$ cat src/rtl/soin_bpred_resolve_pkg.sv
// Shared meta field layout, FSM states and counter helper for the branch resolve unit.
package soin_bpred_resolve_pkg;

  localparam int BP_META_WIDTH = 18;
  localparam int META_IDX_LO   = 0;
  localparam int META_IDX_HI   = 11;
  localparam int META_CTR_LO   = 12;
  localparam int META_CTR_HI   = 13;
  localparam int META_RAS_LO   = 14;
  localparam int META_RAS_HI   = 17;
  localparam int DRAIN_W       = 8;

  typedef enum logic [1:0] {
    ST_IDLE     = 2'd0,
    ST_REDIRECT = 2'd1,
    ST_DRAIN    = 2'd2
  } state_t;

  // 2-bit saturating bimodal counter step
  function automatic logic [1:0] ctr_next(input logic [1:0] c, input logic taken);
    if (taken) return (c == 2'd3) ? c : c + 2'd1;
    else       return (c == 2'd0) ? c : c - 2'd1;
  endfunction

endpackage

$ cat src/rtl/soin_bpred_resolve_stats.sv
// Branch and mispredict counters plus the debug read mux.
module soin_bpred_resolve_stats
  import soin_bpred_resolve_pkg::*;
(
  input  logic        clk,
  input  logic        reset,
  input  logic        inc_branch,
  input  logic        inc_miss,
  input  logic [1:0]  state_code,
  input  logic [31:0] debug_sel,
  output logic [31:0] debug_out
);

  logic [31:0] branch_cnt;
  logic [31:0] miss_cnt;

  always_ff @(posedge clk) begin
    if (!reset) begin
      branch_cnt <= '0;
      miss_cnt   <= '0;
    end else begin
      if (inc_branch) branch_cnt <= branch_cnt + 32'd1;
      if (inc_miss)   miss_cnt   <= miss_cnt + 32'd1;
    end
  end

  always_comb begin
    debug_out = '0;
    case (debug_sel)
      32'd0:   debug_out = branch_cnt;
      32'd1:   debug_out = miss_cnt;
      32'd2:   debug_out = {30'd0, state_code};
      default: debug_out = '0;
    endcase
  end

endmodule

$ cat src/rtl/soin_bpred_resolve.sv
// Execute-side branch resolution: predictor update bus, mispredict redirect and wrong-path drain.
module soin_bpred_resolve
  import soin_bpred_resolve_pkg::*;
#(
  parameter int          META_W       = BP_META_WIDTH,
  parameter int unsigned DRAIN_CYCLES = 2
) (
  input  logic              clk,
  input  logic              reset,
  input  logic              stall,
  input  logic              e_valid,
  input  logic [31:0]       e_PC,
  input  logic              e_is_branch,
  input  logic              e_is_cond,
  input  logic              e_is_call,
  input  logic              e_is_ret,
  input  logic              e_taken,
  input  logic [31:0]       e_target,
  input  logic              e_p_dir,
  input  logic [31:0]       e_p_target,
  input  logic [META_W-1:0] e_meta,
  output logic              execute_bpredictor_update,
  output logic [31:0]       execute_bpredictor_PC,
  output logic [31:0]       execute_bpredictor_target,
  output logic              execute_bpredictor_dir,
  output logic              execute_bpredictor_miss,
  output logic [META_W-1:0] execute_bpredictor_meta,
  output logic              execute_bpredictor_recover_ras,
  output logic              redirect_valid,
  output logic [31:0]       redirect_PC,
  input  logic              redirect_ack,
  input  logic [31:0]       debug_sel,
  output logic [31:0]       debug_out
);

  state_t             state, state_next;
  logic [DRAIN_W-1:0] drain_cnt, drain_next;
  logic               accept;
  logic               miss_c;
  logic               upd_c;
  logic [3:0]         ras_c;
  logic [META_W-1:0]  meta_c;

  assign accept = e_valid & ~stall & (state == ST_IDLE) & e_is_branch;
  assign miss_c = (e_taken != e_p_dir) | (e_taken & e_p_dir & (e_target != e_p_target));
  assign upd_c  = accept & (e_is_cond | e_is_call | e_is_ret);

  always_comb begin
    ras_c = e_meta[META_RAS_HI:META_RAS_LO];
    if (e_is_call)     ras_c = ras_c + 4'd1;
    else if (e_is_ret) ras_c = ras_c - 4'd1;
    meta_c = e_meta;
    meta_c[META_RAS_HI:META_RAS_LO] = ras_c;
    meta_c[META_CTR_HI:META_CTR_LO] = ctr_next(e_meta[META_CTR_HI:META_CTR_LO], e_taken);
  end

  // Exit DRAIN on the cycle the count would reach zero, so exactly DRAIN_CYCLES slots are dropped
  always_comb begin
    state_next = state;
    drain_next = drain_cnt;
    if (!stall) begin
      case (state)
        ST_IDLE: if (accept & miss_c) state_next = ST_REDIRECT;
        ST_REDIRECT: begin
          if (redirect_ack) begin
            state_next = ST_DRAIN;
            drain_next = DRAIN_W'(DRAIN_CYCLES);
          end
        end
        ST_DRAIN: begin
          if (drain_cnt <= DRAIN_W'(1)) begin
            state_next = ST_IDLE;
            drain_next = '0;
          end else begin
            drain_next = drain_cnt - DRAIN_W'(1);
          end
        end
        default: state_next = ST_IDLE;
      endcase
    end
  end

  always_ff @(posedge clk) begin
    if (!reset) begin
      state                          <= ST_IDLE;
      drain_cnt                      <= '0;
      execute_bpredictor_update      <= 1'b0;
      execute_bpredictor_PC          <= '0;
      execute_bpredictor_target      <= '0;
      execute_bpredictor_dir         <= 1'b0;
      execute_bpredictor_miss        <= 1'b0;
      execute_bpredictor_meta        <= '0;
      execute_bpredictor_recover_ras <= 1'b0;
      redirect_valid                 <= 1'b0;
      redirect_PC                    <= '0;
    end else begin
      state                          <= state_next;
      drain_cnt                      <= drain_next;
      execute_bpredictor_update      <= upd_c;
      execute_bpredictor_recover_ras <= accept & miss_c;
      if (accept) begin
        execute_bpredictor_PC     <= e_PC;
        execute_bpredictor_target <= e_target;
        execute_bpredictor_dir    <= e_taken;
        execute_bpredictor_miss   <= miss_c;
        execute_bpredictor_meta   <= meta_c;
      end
      if (state == ST_IDLE && state_next == ST_REDIRECT) begin
        redirect_valid <= 1'b1;
        redirect_PC    <= e_target;
      end else if (state == ST_REDIRECT && state_next == ST_DRAIN) begin
        redirect_valid <= 1'b0;
      end
    end
  end

  soin_bpred_resolve_stats u_stats (
    .clk        (clk),
    .reset      (reset),
    .inc_branch (accept),
    .inc_miss   (accept & miss_c),
    .state_code (state),
    .debug_sel  (debug_sel),
    .debug_out  (debug_out)
  );

endmodule

$ cat config.mk
export PLATFORM = sky130hd
export DESIGN_NAME = soin_bpred_resolve
export DESIGN_NICKNAME = d
export VERILOG_FILES = /design/src/rtl/soin_bpred_resolve_pkg.sv /design/src/rtl/soin_bpred_resolve_stats.sv /design/src/rtl/soin_bpred_resolve.sv
export SDC_FILE = /design/constraint.sdc
export NUM_CORES = 1
export LEC_CHECK = 0
export BUFFER_PORTS_ARGS = -buffer_cell sky130_fd_sc_hd__buf_2
export CAP_MARGIN = 20
export CORE_MARGIN = 2
export CORE_UTILIZATION = 41
export DETAILED_ROUTE_END_ITERATION = 7
export PLACE_DENSITY = 0.67
export SYNTH_ARGS = -nofsm -noshare
export SYNTH_HDL_FRONTEND = slang
export SYNTH_SLANG_ARGS = --single-unit
$ cat constraint.sdc
create_clock -name clk -period 2.8 [get_ports clk]
set_input_delay 0.56 -clock clk [delete_from_list [all_inputs] [get_ports clk]]
set_output_delay 0.56 -clock clk [all_outputs]
set_load 0.005 [all_outputs]
Yosys cells after proc, flatten, opt, wreduce, memory -nomap -nowiden --
Cells that the tools add are included. W data, S select, Z words.
Word-level totals: register bits after elaboration 193, bits of input ports 157, output and inout port bits 151, logic and storage cells 66
Cells by class: add/sub/neg operators 7, order comparisons 1, equality and inequality tests 10, muxes and demuxes 16, bitwise operators 11, reduce and logical (&&, ||, !) cells 8
Operators with widths (number):
- $pmux W32 S3 | 1
- $add A32 B1 Y32 const B | 2
- $eq A32 B1 Y1 const B | 1
- $eq A32 B2 Y1 const B | 1
- $logic_not A32 Y1 | 1
- $ne A32 B32 Y1 | 1
- $mux W8 | 2
- $pmux W8 S2 | 1
- $mux W2 | 7
- $le A8 B1 Y1 const B | 1
- $mux W4 | 2
- $sub A8 B1 Y8 const B | 1
- $and A1 B1 Y1 | 7
- $eq A2 B2 Y1 const B | 3
- $pmux W2 S3 | 1
- $add A4 B1 Y4 const B | 1
- $eq A2 B1 Y1 const B | 2
- $logic_not A2 Y1 | 2
- $reduce_bool A2 Y1 | 2
- $sub A4 B1 Y4 const B | 1
- $or A1 B1 Y1 | 3
- $reduce_and A3 Y1 | 1
- $add A2 B1 Y2 const B | 1
- $logic_and A1 B1 Y1 | 2
- other kinds (5) | 6

Longest topological paths before layout --
depth after elaboration 12, mapped depth 9, gate-level depth less buffers 8

Hierarchy --
Synthesis repeated with hierarchy kept, for this count alone.
Second synthesis, totals: cell total of the unflattened synthesis 1265, area total of the unflattened synthesis 9746.8 um2
By module, submodules not included:
- soin_bpred_resolve | instances 1, cells an instance 831, area each 6090.8 um2, sequential area each 2582.5 um2
- soin_bpred_resolve_stats | instances 1, cells an instance 434, area each 3656.0 um2, sequential area each 1281.2 um2

Worst setup path before layout --
OpenSTA, ideal clock, no wires.
kind input-to-output, start in debug_sel[25], end out debug_out[10], data arrival time 1.687 ns, required time 2.240 ns, path slack 0.553 ns, stages on the path 5, path buffers 1, cells stage by stage nor4_1 nand4_1 or3_1 clkbuf_1 nor2_1
Between the ends: longest elaborated chain between the ends 2, elaborated cells between the ends (all ways) 4, classes of those cells eq/ne (2); mux (1); reduce/logical (1)
Ends and longest elaborated chain:
- start: declaration | line soin_bpred_resolve.sv:32 | input logic [31:0] debug_sel,
- $eq A32 B2 Y1 (tied with other cells) | line soin_bpred_resolve_stats.sv:29 | case (debug_sel)
- $pmux W32 S3 (*) | line soin_bpred_resolve_stats.sv:29
- end: declaration | line soin_bpred_resolve.sv:33 | output logic [31:0] debug_out
Mark *: on every way between the ends. The rest lies on a longest branch, timed or not.

Final worst setup path --
start in debug_sel[9], end out debug_out[31]
The elaborated chain is that of the path after synthesis.

==> metrics.cfg <==
[die]
initial_core_util_pct = 41.9
rows = 54
core_area_sq_mm = 0.0219
dieHeight_um = 154
die-area_sq_mm = 0.0236
io_pins = 308
fp.dieW_um = 154

[place]
gp_congestion = 0.833
place_ws_ps = 206
port_buffers = 307
dpl.hpwl_mm = 19.7

[logic_synthesis]
synth_warnings = 0
syn_inst = 1130
synth_area_sq_mm = 0.00917
ys_seq_elements = 193
avgSynthCellArea_sq_um = 8.11
synth_ff_type = dfxtp_1
synth_most_common_cell = nand2_1
synth_cell_type_count = 52
synth_edf_count = 0
async_reset_ff_share_pct = 0
synth_common_cells = nand2_1, dfxtp_1, a21oi_1
synth_top_area_cell = dfxtp_1
synth_top_area_share_pct = 42.2
synthTopCellsByArea = dfxtp_1, nand2_1, mux2i_1, a21oi_1, xor2_1
syn_nets = 1294
yosysSeqAreaShare_pct = 42.2

[critical_path]
crit_chain = buf_2, nor4_1, nand4_1, or3_1, buf_4, nor2_1, buf_2
cp.arrival_ps = 2020
cp_common_cell = buf_2
required_ps = 2240
r2r_slack_ps = 460
timing.rr.start = state[0]
r2r_end = u_stats.miss_cnt[19]
path_delay_family = simple AND/OR/NAND/NOR gates
path_class = in -> out
cp-end-kind = output pin
crit_fanout = 30
critPathMaxStageDelay_ps = 370
timing.critical_path.buf_inv = 3
critPathSlowestCell = or3_1
r2r_cells = 6
critPathLaunchType = input port

[cells_and_area]
multi_input_area_sq_mm = 0.00491
nets = 1561
register_area_sq_mm = 0.00386
fill_cells = 2133
post-route-util_pct = 53.2
area_delta_synth_final_pct = 27.0
drive_above_1_share_pct = 27.1

[sta]
fin_crit_sh_pct = 92.3
fin_skew_ps = 15.3
min_period_ps = 2580
slew_viol_final = 0
relSlewSlack_pct = 46.5
setup_tns_ps = 0
tightest_slew_ps = 801
timing.hold.ws_ps = 346
max_freq_mhz = 387
rsz0062_at_grt = no
setup_slack_ps = 216
setup_violations = 0
hold_violations = 0

[global_route]
antenna_found_initial = 1
grt.overflow.total = 0
grt_max_degree = 79
globalRouteTotalUtil_pct = 22.4
grt_pass1_vias = 8045
grt_first_pass_wirelength_mm = 43.0

[hold_path]
hold_class = in -> reg
hold_end = execute_bpredictor_PC[30]
worst_hold_path.num_cells = 3
hold_start = e_PC[30]

[clocking]
h-tree-depth = 4
cts_buffers = 17
clk_pin_slew_ps = 90
numClockSinks = 193
cts_max_path_buffers = 2
cts_setup_buffers = 0
root_buffer = clkbuf_16
clk_latency_ps = 440
cts_tree = yes
hold_buffers = 0
cts_resized = 0

[power]
p_per_area_mw_per_mm2 = 509
leakagePower_nw = 4.95
power_frac_comb_pct = 10.0
vdd_drop_max_mv = 0.317
p_sw_share_pct = 28.0
p_int_w = 0.00427
pwr-share-seq_pct = 47.9
clock_power_share_pct = 42.2
power_switching_w = 0.00166
p_total_w = 0.00593

[route]
viasPerCell = 5.33
wl_per_cell_um = 16.4
drc_errors = 0
vias = 9021
ant_nets = 0
drtIter0Drc = 609
wl_mm = 27.7
dr.pass1.iters = 5

[flow_run]
drv_cap = 0

[run_status]
status = complete, no violations

metal layers:
layer  vias to the layer above  share of wire (%)  track usage (%)
li1                       4445                  -                -
met1                      4209                 43             29.0
met2                       338                 49             37.7
met3                        29                6.3             4.09
met4                         0                1.9             7.12
met5                         -                  0                0
tightest hold or removal path, delay by kind of cell:
| kind | cells | cell delay, ps |
|---|---|---|
| AO/OA/AOI/OAI | 1 | 50 |
| buffers and inverters | 1 | 90 |
| AND/OR/NAND/NOR | 1 | 40 |
worst max path at each step:
stage                       start             to  slack [ps]  cells past startpoint
CTS                  debug_sel[9]  debug_out[31]         200                      7
global route        debug_sel[22]   debug_out[7]          50                      7
global placement     debug_sel[9]  debug_out[24]         220                      7
floorplan           debug_sel[25]  debug_out[10]         550                      5
detailed placement   debug_sel[9]  debug_out[31]         210                      7
finish               debug_sel[9]  debug_out[31]         220                      7
metrics by stage:
| step | cells | instance area, sq um |
|---|---|---|
| after floorplan | 1130 | 9170 |
| after global placement | 1658 | 11000 |
| after detailed placement | 1658 | 11000 |
| after CTS | 1690 | 11600 |
| after global routing | 1691 | 11600 |
| final | 1691 | 11600 |
layout make-up:
cell class,count,share of cell area [%]
Tap cell,280,3.01
Multi-Input combinational cell,839,42.2
Antenna cell,1,0.0215
Sequential cell,193,33.2
Timing Repair Buffer,333,15.8
Inverter,13,0.441
Clock inverter,15,1.63
Clock buffer,17,3.65
cell families after synthesis:
kind of cell | after synthesis | share of synthesized area [%]
multiplexers | 66 | 7.21
flip-flops | 193 | 42.2
AO/OA/AOI/OAI | 214 | 14.6
AND/OR/NAND/NOR | 488 | 24.6
buffers and inverters | 98 | 4.31
adder cells (fa/ha/maj) | 8 | 1.06
XOR/XNOR | 63 | 6.02
cell usage in the layout (no fill, tap or decap), types with 7 or more instances in the layout:
cell and n:
o211ai_1 35, mux2i_1 66, nand2b_1 34, o2111ai_1 8, a21oi_1 128, nor3_1 12, ha_1 7, buf_2 307
dfxtp_1 193, inv_1 12, nor2_1 82, buf_12 9, nand2_1 228, a2111oi_0 8, o21ai_0 13, clkbuf_16 17
buf_4 17, xnor2_1 11, nor4_1 20, xor2_1 52, nand3_1 56, nand4_1 17, and3_1 10
registers in the layout, indices dropped and copies added (netlist names):
register and cells:
execute_bpredictor_PC 32, execute_bpredictor_target 32, redirect_PC 32, u_stats.branch_cnt 32
u_stats.miss_cnt 32, execute_bpredictor_meta 18, drain_cnt 8, state 2
execute_bpredictor_dir 1, execute_bpredictor_miss 1, execute_bpredictor_recover_ras 1, execute_bpredictor_update 1
redirect_valid 1
power by group through the flow:
stage	registers [W]	clock network [W]	logic (W)
6_report	0.00284	0.00250	0.000590
5_1_grt	0.00284	0.00267	0.000646
4_1_cts	0.00284	0.00257	0.000594
3_5_place_dp	0.00290	0	0.000592
3_3_place_gp	0.00290	0	0.000588
2_1_floorplan	0.00290	0	0.000284
Power figures use the tool's default switching activity.
